**config.mk**
```make
export PLATFORM = sky130hd
export DESIGN_NAME = bram_burst_master
export DESIGN_NICKNAME = d
export VERILOG_FILES = /design/src/rtl/conv_acc_pkg.sv /design/src/rtl/bram_burst_master_rd_fifo.sv /design/src/rtl/bram_burst_master.sv
export SDC_FILE = /design/constraint.sdc
export NUM_CORES = 1
export LEC_CHECK = 0
export BUFFER_PORTS_ARGS = -buffer_cell sky130_fd_sc_hd__buf_2
export CAP_MARGIN = 40
export CORE_MARGIN = 2
export CORE_UTILIZATION = 51
export CTS_CLUSTER_DIAMETER = 40
export DETAILED_ROUTE_END_ITERATION = 6
export GPL_ROUTABILITY_DRIVEN = 0
export PLACE_DENSITY = 0.83
export SYNTH_ARGS = -nofsm -noshare
export SYNTH_HDL_FRONTEND = slang
export SYNTH_SLANG_ARGS = --single-unit
export TNS_END_PERCENT = 30
```
**constraint.sdc**
```tcl
create_clock -name clk -period 3.2 [get_ports clk]
set_input_delay 0.16 -clock clk [delete_from_list [all_inputs] [get_ports clk]]
set_output_delay 0.16 -clock clk [all_outputs]
set_load 0.01 [all_outputs]
```
**src/rtl/conv_acc_pkg.sv**
```systemverilog
// Shared definitions for the convolution-accelerator memory masters.
// Provides bus widths, the write-enable polarity for BRAM byte requests,
// the burst-master FSM state type and a helper that builds a W_req vector.
package conv_acc_pkg;

    localparam int DATA_BUS_WIDTH = 32;
    localparam int ADDR_BUS_WIDTH = 32;
    localparam int BE_W           = DATA_BUS_WIDTH / 8;

    // Polarity of one W_req bit that requests a byte write.
    localparam logic WRITE_ENB = 1'b1;

    typedef enum logic [1:0] {
        IDLE     = 2'd0,
        WR       = 2'd1,
        RD       = 2'd2,
        RD_DRAIN = 2'd3
    } bram_state_e;

    // All byte lanes write on a write access, none on anything else.
    function automatic logic [BE_W-1:0] w_req_vec(input logic is_write);
        logic [BE_W-1:0] vec;
        if (is_write) begin
            vec = {BE_W{WRITE_ENB}};
        end else begin
            vec = {BE_W{~WRITE_ENB}};
        end
        return vec;
    endfunction

endpackage

```
**src/rtl/bram_burst_master_rd_fifo.sv**
```systemverilog
// bram_rd_fifo: two-entry FIFO buffering read words (data plus last flag)
// between the 1-cycle-latency BRAM and the ready/valid read port.
// Ports:
//   clk, rst     - clock, synchronous active-high reset (empties the FIFO)
//   push_i       - write push_data_i at the tail
//   push_data_i  - entry to store
//   pop_i        - drop the head entry (only while count_o != 0)
//   pop_data_o   - head entry
//   count_o      - occupancy 0..2
module bram_rd_fifo #(
    parameter int WIDTH = 33
) (
    input  logic             clk,
    input  logic             rst,
    input  logic             push_i,
    input  logic [WIDTH-1:0] push_data_i,
    input  logic             pop_i,
    output logic [WIDTH-1:0] pop_data_o,
    output logic [1:0]       count_o
);

    logic [WIDTH-1:0] mem_q [2];
    logic             wr_ptr_q, wr_ptr_d;
    logic             rd_ptr_q, rd_ptr_d;
    logic [1:0]       count_q, count_d;

    // Pointer and occupancy next-state.
    always_comb begin
        wr_ptr_d = wr_ptr_q ^ push_i;
        rd_ptr_d = rd_ptr_q ^ pop_i;
        count_d  = count_q + {1'b0, push_i} - {1'b0, pop_i};
    end

    // Storage, pointers and occupancy registers.
    always_ff @(posedge clk) begin
        if (rst) begin
            mem_q[0] <= {WIDTH{1'b0}};
            mem_q[1] <= {WIDTH{1'b0}};
            wr_ptr_q <= 1'b0;
            rd_ptr_q <= 1'b0;
            count_q  <= 2'd0;
        end else begin
            if (push_i) begin
                mem_q[wr_ptr_q] <= push_data_i;
            end
            wr_ptr_q <= wr_ptr_d;
            rd_ptr_q <= rd_ptr_d;
            count_q  <= count_d;
        end
    end

    assign pop_data_o = mem_q[rd_ptr_q];
    assign count_o    = count_q;

endmodule

```
**src/rtl/bram_burst_master.sv**
```systemverilog
// bram_burst_master: turns one command (dir, byte address, length) into a
// burst of word accesses on a single-port BRAM.
// Ports:
//   cmd_*      - command handshake; cmd_len is words minus one
//   wr_*       - write-word stream consumed during a write burst
//   rd_*       - read-word stream produced during a read burst, rd_last on final word
//   done       - one-cycle completion pulse
//   intf_*     - BRAM master side: en, addr, W_req, W_data out; R_data in (1-cycle latency)
module bram_burst_master
    import conv_acc_pkg::*;
#(
    parameter int LEN_W = 8
) (
    input  logic                      clk,
    input  logic                      rst,
    input  logic                      cmd_valid,
    output logic                      cmd_ready,
    input  logic                      cmd_write,
    input  logic [ADDR_BUS_WIDTH-1:0] cmd_addr,
    input  logic [LEN_W-1:0]          cmd_len,
    input  logic                      wr_valid,
    output logic                      wr_ready,
    input  logic [DATA_BUS_WIDTH-1:0] wr_data,
    output logic                      rd_valid,
    input  logic                      rd_ready,
    output logic [DATA_BUS_WIDTH-1:0] rd_data,
    output logic                      rd_last,
    output logic                      done,
    output logic                      intf_en,
    output logic [ADDR_BUS_WIDTH-1:0] intf_addr,
    output logic [BE_W-1:0]           intf_W_req,
    output logic [DATA_BUS_WIDTH-1:0] intf_W_data,
    input  logic [DATA_BUS_WIDTH-1:0] intf_R_data
);

    localparam logic [ADDR_BUS_WIDTH-1:0] ADDR_MASK = {{(ADDR_BUS_WIDTH-2){1'b1}}, 2'b00};
    localparam logic [ADDR_BUS_WIDTH-1:0] ADDR_STEP = {{(ADDR_BUS_WIDTH-3){1'b0}}, 3'd4};
    localparam logic [LEN_W-1:0]          CNT_ONE   = {{(LEN_W-1){1'b0}}, 1'b1};

    bram_state_e               state_q, state_d;
    logic [ADDR_BUS_WIDTH-1:0] addr_q, addr_d;
    logic [LEN_W-1:0]          len_q, len_d;
    logic [LEN_W-1:0]          cnt_q, cnt_d;
    logic                      done_q, done_d;
    logic                      pend_q, pend_d;           // read issued last cycle
    logic                      pend_last_q, pend_last_d; // that read was the final one

    logic                      issue_s, wr_s, last_s, room_s, pop_s, drain_done_s;
    logic                      cmd_ready_s, wr_ready_s;
    logic [1:0]                fifo_count_s;
    logic [DATA_BUS_WIDTH:0]   fifo_head_s;

    assign last_s = (cnt_q == len_q);
    assign pop_s  = rd_valid & rd_ready;
    // A pop this cycle frees a slot, so credit it; this is what sustains
    // one word per cycle when rd_ready stays high.
    assign room_s = (({1'b0, fifo_count_s} + {2'b00, pend_q} - {2'b00, pop_s}) < 3'd2);

    // FSM next state, burst counters and issue decode.
    always_comb begin
        state_d      = state_q;
        addr_d       = addr_q;
        len_d        = len_q;
        cnt_d        = cnt_q;
        done_d       = 1'b0;
        issue_s      = 1'b0;
        wr_s         = 1'b0;
        drain_done_s = 1'b0;
        cmd_ready_s  = 1'b0;
        wr_ready_s   = 1'b0;
        case (state_q)
            IDLE: begin
                cmd_ready_s = 1'b1;
                if (cmd_valid) begin
                    addr_d  = cmd_addr & ADDR_MASK;
                    len_d   = cmd_len;
                    cnt_d   = {LEN_W{1'b0}};
                    state_d = cmd_write ? WR : RD;
                end else begin
                    state_d = IDLE;
                end
            end
            WR: begin
                wr_ready_s = 1'b1;
                if (wr_valid) begin
                    issue_s = 1'b1;
                    wr_s    = 1'b1;
                    addr_d  = addr_q + ADDR_STEP;
                    cnt_d   = cnt_q + CNT_ONE;
                    if (last_s) begin
                        state_d = IDLE;
                        done_d  = 1'b1;
                    end else begin
                        state_d = WR;
                    end
                end else begin
                    state_d = WR;
                end
            end
            RD: begin
                if (room_s) begin
                    issue_s = 1'b1;
                    addr_d  = addr_q + ADDR_STEP;
                    cnt_d   = cnt_q + CNT_ONE;
                    state_d = last_s ? RD_DRAIN : RD;
                end else begin
                    state_d = RD;
                end
            end
            RD_DRAIN: begin
                if (pop_s && fifo_head_s[DATA_BUS_WIDTH]) begin
                    state_d      = IDLE;
                    drain_done_s = 1'b1;
                end else begin
                    state_d = RD_DRAIN;
                end
            end
            default: begin
                state_d = IDLE;
            end
        endcase
        pend_d      = issue_s & ~wr_s;
        pend_last_d = issue_s & ~wr_s & last_s;
    end

    // State and burst registers; reset drops any in-flight read.
    always_ff @(posedge clk) begin
        if (rst) begin
            state_q     <= IDLE;
            addr_q      <= {ADDR_BUS_WIDTH{1'b0}};
            len_q       <= {LEN_W{1'b0}};
            cnt_q       <= {LEN_W{1'b0}};
            done_q      <= 1'b0;
            pend_q      <= 1'b0;
            pend_last_q <= 1'b0;
        end else begin
            state_q     <= state_d;
            addr_q      <= addr_d;
            len_q       <= len_d;
            cnt_q       <= cnt_d;
            done_q      <= done_d;
            pend_q      <= pend_d;
            pend_last_q <= pend_last_d;
        end
    end

    bram_rd_fifo #(
        .WIDTH(DATA_BUS_WIDTH + 1)
    ) u_rd_fifo (
        .clk        (clk),
        .rst        (rst),
        .push_i     (pend_q),
        .push_data_i({pend_last_q, intf_R_data}),
        .pop_i      (pop_s),
        .pop_data_o (fifo_head_s),
        .count_o    (fifo_count_s)
    );

    assign cmd_ready   = cmd_ready_s;
    assign wr_ready    = wr_ready_s;
    assign rd_valid    = (fifo_count_s != 2'd0);
    assign rd_data     = fifo_head_s[DATA_BUS_WIDTH-1:0];
    assign rd_last     = rd_valid & fifo_head_s[DATA_BUS_WIDTH];
    // Write completion is registered (next cycle); read completion coincides with the last pop.
    assign done        = done_q | drain_done_s;
    assign intf_en     = issue_s;
    assign intf_addr   = addr_q;
    assign intf_W_req  = w_req_vec(wr_s);
    assign intf_W_data = wr_s ? wr_data : {DATA_BUS_WIDTH{1'b0}};

endmodule

```
==> impl_metrics.env, run 1 <==
export IMPL_ios=216
export IMPL_worstSkewPairLatency_ns=0.40
export IMPL_synth_seq_cells=121
export IMPL_io_buffers=211
export IMPL_slew_viol_final=0
export IMPL_worst_r2r_path_depth=12
export IMPL_vias=5604
export IMPL_antenna_found_initial=0
export IMPL_hpwl_mm=11.0
export IMPL_initial_utilization_pct=52.7
export IMPL_regArea_mm2=0.00308
export IMPL_powerDensity_mw_per_mm2=626
export IMPL_r2r_start="u_rd_fifo.count_o[1]"
export IMPL_drt_initial_drc_count=386
export IMPL_finalCritPeriodShare_pct=96.3
export IMPL_cellLeakagePower_nw=3.67
export IMPL_setup_viol=0
export IMPL_ff2ff_setup_slack_ns=0.12
export IMPL_min_from="cmd_len[0]"
export IMPL_clock_sinks=121
export IMPL_multi_input_area_mm2=0.00305
export IMPL_crit_type="register to output pin"
export IMPL_hold_path_class="primary input to register"
export IMPL_rows=40
export IMPL_vdd_ir_drop_worst_mv=0.438
export IMPL_synth_top_flop_cell="edfxtp_1"
export IMPL_hold_viol=0
export IMPL_hold_depth=3
export IMPL_root_buffer="clkbuf_16"
export IMPL_period_needed_ns=3.08
export IMPL_cts_made_buffers=17
export IMPL_final_common_cell="buf_2"
export IMPL_ys_types=63
export IMPL_track_usage_pct=23.0
export IMPL_syn_inst=652
export IMPL_drive_above_1_share_pct=35.3
export IMPL_yosys_warnings=0
export IMPL_ant_nets=0
export IMPL_place_ws_ns=-0.0379
export IMPL_coreArea_mm2=0.0121
export IMPL_die_x_um=116
export IMPL_clkTransAtPathRegs_ns=0.06
export IMPL_outcome="finished clean"
export IMPL_grt_max_degree=50
export IMPL_grt_pass1_vias=5053
export IMPL_cp_start_kind="register"
export IMPL_async_flop_share_pct=0
export IMPL_syn_area_mm2=0.00639
export IMPL_cap_violations=0
export IMPL_syn2layout_area_growth_pct=29.0
export IMPL_crit_arrival_ns=2.92
export IMPL_cp_startpoint="u_rd_fifo.count_o[1]"
export IMPL_nNetsFinal=974
export IMPL_die_h_um=116
export IMPL_clock_path_buffers=2
export IMPL_globalRoute_totalOverflow=0
export IMPL_total_power_mw=5.16
export IMPL_nFillCells=980
export IMPL_fin_ws_ns=0.119
export IMPL_synth_edf_count=66
export IMPL_routed_wl_mm=16.0
export IMPL_ys_seq_area_share_pct=48.3
export IMPL_min_to="len_q[0]"
export IMPL_drtPass1Iterations=5
export IMPL_avgSynthCellArea_um2=9.80
export IMPL_r2r_end="intf_addr[27]"
export IMPL_fmax_ghz=0.325
export IMPL_tightest_slew_ns=0.699
export IMPL_drc=0
export IMPL_dieArea_mm2=0.0134
export IMPL_vias_per_cell=5.41
export IMPL_relSlewSlack_pct=53.4
export IMPL_crit_fanout=3
export IMPL_cts_htree_levels=4
export IMPL_wl_per_cell_um=15.4
export IMPL_finalClockSkew_ns=0.0147
export IMPL_cp_end_kind="output pin"
export IMPL_cp_required_ns=3.04
export IMPL_cts_tree="yes"
export IMPL_grt_pass1_wl_mm=24.7
export IMPL_layout_common_cells="buf_2, and2_1, edfxtp_1"
export IMPL_rsz0062_at_grt="true"
export IMPL_antenna_cells=0
==> synth_stat cells, types with 3 or more instances <==
master    instances  area [µm²]
a211oi_1          5        37.5
nand3_1          31         155
and4_1            3        26.3
mux2i_1           3        30.0
and2_1           72         450
buf_4             6        45.0
mux2_2           32         360
edfxtp_1         66        1980
nor2b_1          14        87.6
clkbuf_1         39         146
or4_1             6        45.0
o211ai_1          4        30.0
o21ai_0          21         105
ha_1              8         100
nor3_1            8        40.0
o32ai_1           5        43.8
inv_1            20        75.1
a31oi_1          15        93.8
or3_1             3        18.8
o22ai_1           4        25.0
and3_1           36         225
xor2_1           15         131
a21oi_1          36         180
a21boi_0          4        30.0
buf_2             3        15.0
nand2b_1         10        62.6
nand4_1          12        75.1
nand2_1          38         143
nor4_1            8        50.1
dfxtp_1          55        1100
nor2_1           31         116
==> stage by stage <==
step	instances	area, µm²	setup TNS [ns]	hold slack (ns)	util, %
2_1_floorplan	653	6390	0	0.307	-
3_3_place_gp	997	7570	0	0.419	62.5
3_5_place_dp	999	7590	-0.0820	0.421	62.7
4_1_cts	1032	8180	0	0.000805	67.6
5_1_grt	1036	8240	-0.183	0.00940	68.0
6_report	1036	8240	0	0.0107	68.0
==> sequential cells by signal, indices dropped and copies added (netlist names) <==
signal and cells:
u_rd_fifo.count_o 2, done_q 1, len_q 8, pend_q 1, u_rd_fifo.mem_q 66, pend_last_q 1, u_rd_fifo.rd_ptr_q 1, state_q 2
cnt_q 8, intf_addr 30, u_rd_fifo.wr_ptr_q 1
==> area by class of cell <==
| class | count | share of cell area (%) |
|---|---|---|
| Clock buffer | 18 | 5.21 |
| Clock inverter | 14 | 1.79 |
| Inverter | 20 | 0.911 |
| Multi-Input combinational cell | 463 | 37.0 |
| Sequential cell | 121 | 37.4 |
| Tap cell | 168 | 2.55 |
| Timing Repair Buffer | 232 | 15.1 |
==> cell families after synthesis <==
kind of cell	share of synthesized area [%]
other cells	0.0587
flops	48.3
simple gates	25.2
buf+inv	4.64
xor+xnor	2.19
mux	6.11
fa+ha+maj	1.88
compound gates	11.6
==> per-layer routing <==
| layer | wire length, µm | vias up | GRT usage [%] |
|---|---|---|---|
| met3 | 1160 | 7 | 5.28 |
| met2 | 7640 | 216 | 37.4 |
| li1 | - | 2769 | - |
| met5 | 0 | - | 0 |
| met1 | 7100 | 2612 | 31.8 |
| met4 | 85 | 0 | 4.44 |
==> critical path, cell delays in order, from the launching register on <==
cell and delay [ns]:
dfxtp_1 0.33, or2_2 0.31, nand2_1 0.10, inv_1 0.05
ha_1 0.27, inv_1 0.04, ha_1 0.19, fa_1 0.39
xor2_1 0.31, nand2_1 0.17, a21oi_1 0.20, buf_2 0.16
==> what timing repair did <==
item	in CTS	in global routing
cloned	0	1
pin swaps	0	1
hold buffers	1	1
endpoints found under the hold margin	1	1
setup endpoints to repair	6	28
gates resized for setup	2	5
buffers inserted	0	2
==> report_power, final <==
part	internal (mW)	total (mW)	switching, mW
logic	0.593	1.35	0.756
clock network	1.15	1.86	0.707
registers	1.79	1.95	0.163
total	3.53	5.16	1.63
==> worst max path at each step <==
stage	cells past startpoint	endpoint	slack (ns)
2_1_floorplan	14	intf_addr[26]	0.20
3_3_place_gp	12	intf_addr[27]	0.05
3_5_place_dp	12	intf_addr[27]	-0.04
4_1_cts	13	intf_addr[24]	0.02
5_1_grt	12	intf_addr[27]	-0.05
6_report	11	intf_en	0.12
Note: power is estimated with default switching activity, not from simulation.
==> inputs of run 2 (changes only) <==
--- a/config.mk
+++ b/config.mk
@@ -13,6 +13,7 @@
 export DETAILED_ROUTE_END_ITERATION = 6
 export GPL_ROUTABILITY_DRIVEN = 0
 export PLACE_DENSITY = 0.83
+export REMOVE_ABC_BUFFERS = 1
 export SYNTH_ARGS = -nofsm -noshare
 export SYNTH_HDL_FRONTEND = slang
 export SYNTH_SLANG_ARGS = --single-unit
==> run 2 against run 1 <==
First-iteration DRC count increased by 8.5%. Hold slack improved by 0.019 ns. Maximum frequency increased by 0.68%. Largest power group unchanged. Clock power increased by 3%. Final area increased by 0.74%. Via count increased by 1.3%. Global-route usage increased by 1.6 points. Clock skew decreased by 0.0058 ns. Register-to-register slack improved by 0.02 ns. Largest cell class unchanged. Worst setup slack improved by 0.021 ns. Critical endpoint is now cnt_q[4]. Combinational power about the same.
==> impl_metrics.env, run 2 (same netlist as run 1, synthesis figures left out) <==
export IMPL_outcome="finished clean"
export IMPL_clkPwrFrac_pct=36.7
export IMPL_slew_viol_final=0
export IMPL_finalCritPeriodShare_pct=95.6
export IMPL_place_ws_ns=0.0423
export IMPL_hpwl_mm=11.2
export IMPL_power_frac_seq_pct=37.4
export IMPL_ios=216
export IMPL_io_buffers=211
export IMPL_coreArea_mm2=0.0121
export IMPL_crit_fanout=9
export IMPL_regMostFlops="u_rd_fifo.mem_q"
export IMPL_globalRoute_totalOverflow=0
export IMPL_routed_wl_mm=16.6
export IMPL_ant_nets=0
export IMPL_largest_reg_flops=66
export IMPL_period_needed_ns=3.06
export IMPL_p_comb_share_pct=25.8
export IMPL_drive_above_1_share_pct=34.9
export IMPL_crit_chain="or2_2 > nand2_1 > inv_1 > ha_1 > inv_1 > ha_1 > fa_1 > nor2b_2 > o2bb2ai_4 > nand2_4 > buf_4 > or3_1 > a21oi_1"
export IMPL_rows=40
export IMPL_fmax_ghz=0.327
export IMPL_cp_start_kind="register"
export IMPL_vias_per_cell=5.47
export IMPL_initial_utilization_pct=52.7
export IMPL_grt_pass1_wl_mm=26.1
export IMPL_worstSkewPairLatency_ns=0.41
export IMPL_fin_util_pct=68.5
export IMPL_fin_ws_ns=0.140
export IMPL_p_sw_mw=1.62
export IMPL_cts_tree="yes"
export IMPL_die_h_um=116
export IMPL_antenna_found_initial=1
export IMPL_track_usage_pct=24.6
export IMPL_root_buffer="clkbuf_16"
export IMPL_switching_share_pct=31.1
export IMPL_whs_ns=0.0294
export IMPL_clkTransAtPathRegs_ns=0.05
export IMPL_critPathBufInv=3
export IMPL_crit_arrival_ns=3.39
export IMPL_vias=5679
export IMPL_tightest_slew_ns=0.514
export IMPL_setup_viol=0
export IMPL_cp_slowest_cell="fa_1"
export IMPL_dieArea_mm2=0.0134
export IMPL_cpPeakStageDelay_ns=0.48
export IMPL_grt_max_degree=50
export IMPL_clock_path_buffers=2
export IMPL_p_int_mw=3.60
export IMPL_powerDensity_mw_per_mm2=630
export IMPL_cp_required_ns=3.53
export IMPL_vdd_ir_drop_worst_mv=0.318
export IMPL_drc=0
export IMPL_layout_common_cells="buf_2, and2_1, edfxtp_1"
export IMPL_total_power_mw=5.23
export IMPL_cap_violations=0
export IMPL_nNetsFinal=977
export IMPL_cp_end_kind="register"
export IMPL_syn2layout_area_growth_pct=29.9
export IMPL_hold_path_class="primary input to register"
export IMPL_drt_initial_drc_count=419
export IMPL_ff2ff_setup_slack_ns=0.14
export IMPL_cp_top_family="simple AND/OR/NAND/NOR gates"
export IMPL_die_x_um=116
export IMPL_antenna_cells=0
export IMPL_hold_viol=0
export IMPL_clock_sinks=121
export IMPL_wl_per_cell_um=15.9
export IMPL_relSlewSlack_pct=65.4
export IMPL_cts_made_buffers=17
export IMPL_finalClockSkew_ns=0.00888
export IMPL_cts_htree_levels=4
export IMPL_crit_type="register to register"
export IMPL_cellLeakagePower_nw=3.70
export IMPL_grt_pass1_vias=5410
export IMPL_final_common_cell="buf_2"
export IMPL_drtPass1Iterations=5
==> run 2: final cells by class <==
cell class	instances	area, µm²
Multi-Input combinational cell	462	3050
Clock inverter	15	176
Tap cell	168	210
Sequential cell	121	3080
Timing Repair Buffer	236	1280
Fill cell	965	3810
Clock buffer	17	425
Inverter	20	75.1
==> run 2: worst min-delay path: cells and delay by family <==
kind                   cells  cell delay (ns)
buffers and inverters      1             0.11
AOI/OAI and AO/OA          1             0.06
and+or+nand+nor            1             0.06
==> run 2: layer usage <==
metal / up-vias / global-route usage, % / wire (µm)
met1: 2649 / 31.1 / 7030
met4: 2 / 7.94 / 134
met2: 233 / 41.2 / 8110
met3: 17 / 6.38 / 1280
li1: 2778 / - / -
met5: - / 0 / 13
==> run 2: path summary, 6_finish.rpt <==
kind	startpoint	endpoint	depth (start not counted)
hold / removal	cmd_write	state_q[0]	3
setup reg to reg	u_rd_fifo.count_o[1]	cnt_q[4]	13
setup / recovery	u_rd_fifo.count_o[1]	cnt_q[4]	13
hold reg to reg	len_q[3]	len_q[3]	2
==> run 2: metrics by stage <==
stage	std cells	TNS (ns)	cell area, µm²
after global routing	1039	-0.0357	8300
after global placement	998	0	7570
after floorplan	603	-6.73	6170
final	1039	0	8300
after detailed placement	998	0	7570
after CTS	1038	0	8250
==> run 2: what timing repair did <==
action,in CTS,in global routing
buffers inserted,0,1
setup endpoints to repair,3,17
hold buffers,8,0
hold endpoints to repair,8,0
gates resized for setup,1,7
==> run 2: power by group through the flow <==
stage	clock network, mW	logic [mW]	registers [mW]
floorplan	0	0.710	2.01
global placement	0	1.27	1.97
detailed placement	0	1.29	1.98
CTS	1.95	1.31	1.95
global route	2.02	1.48	1.98
finish	1.92	1.35	1.96
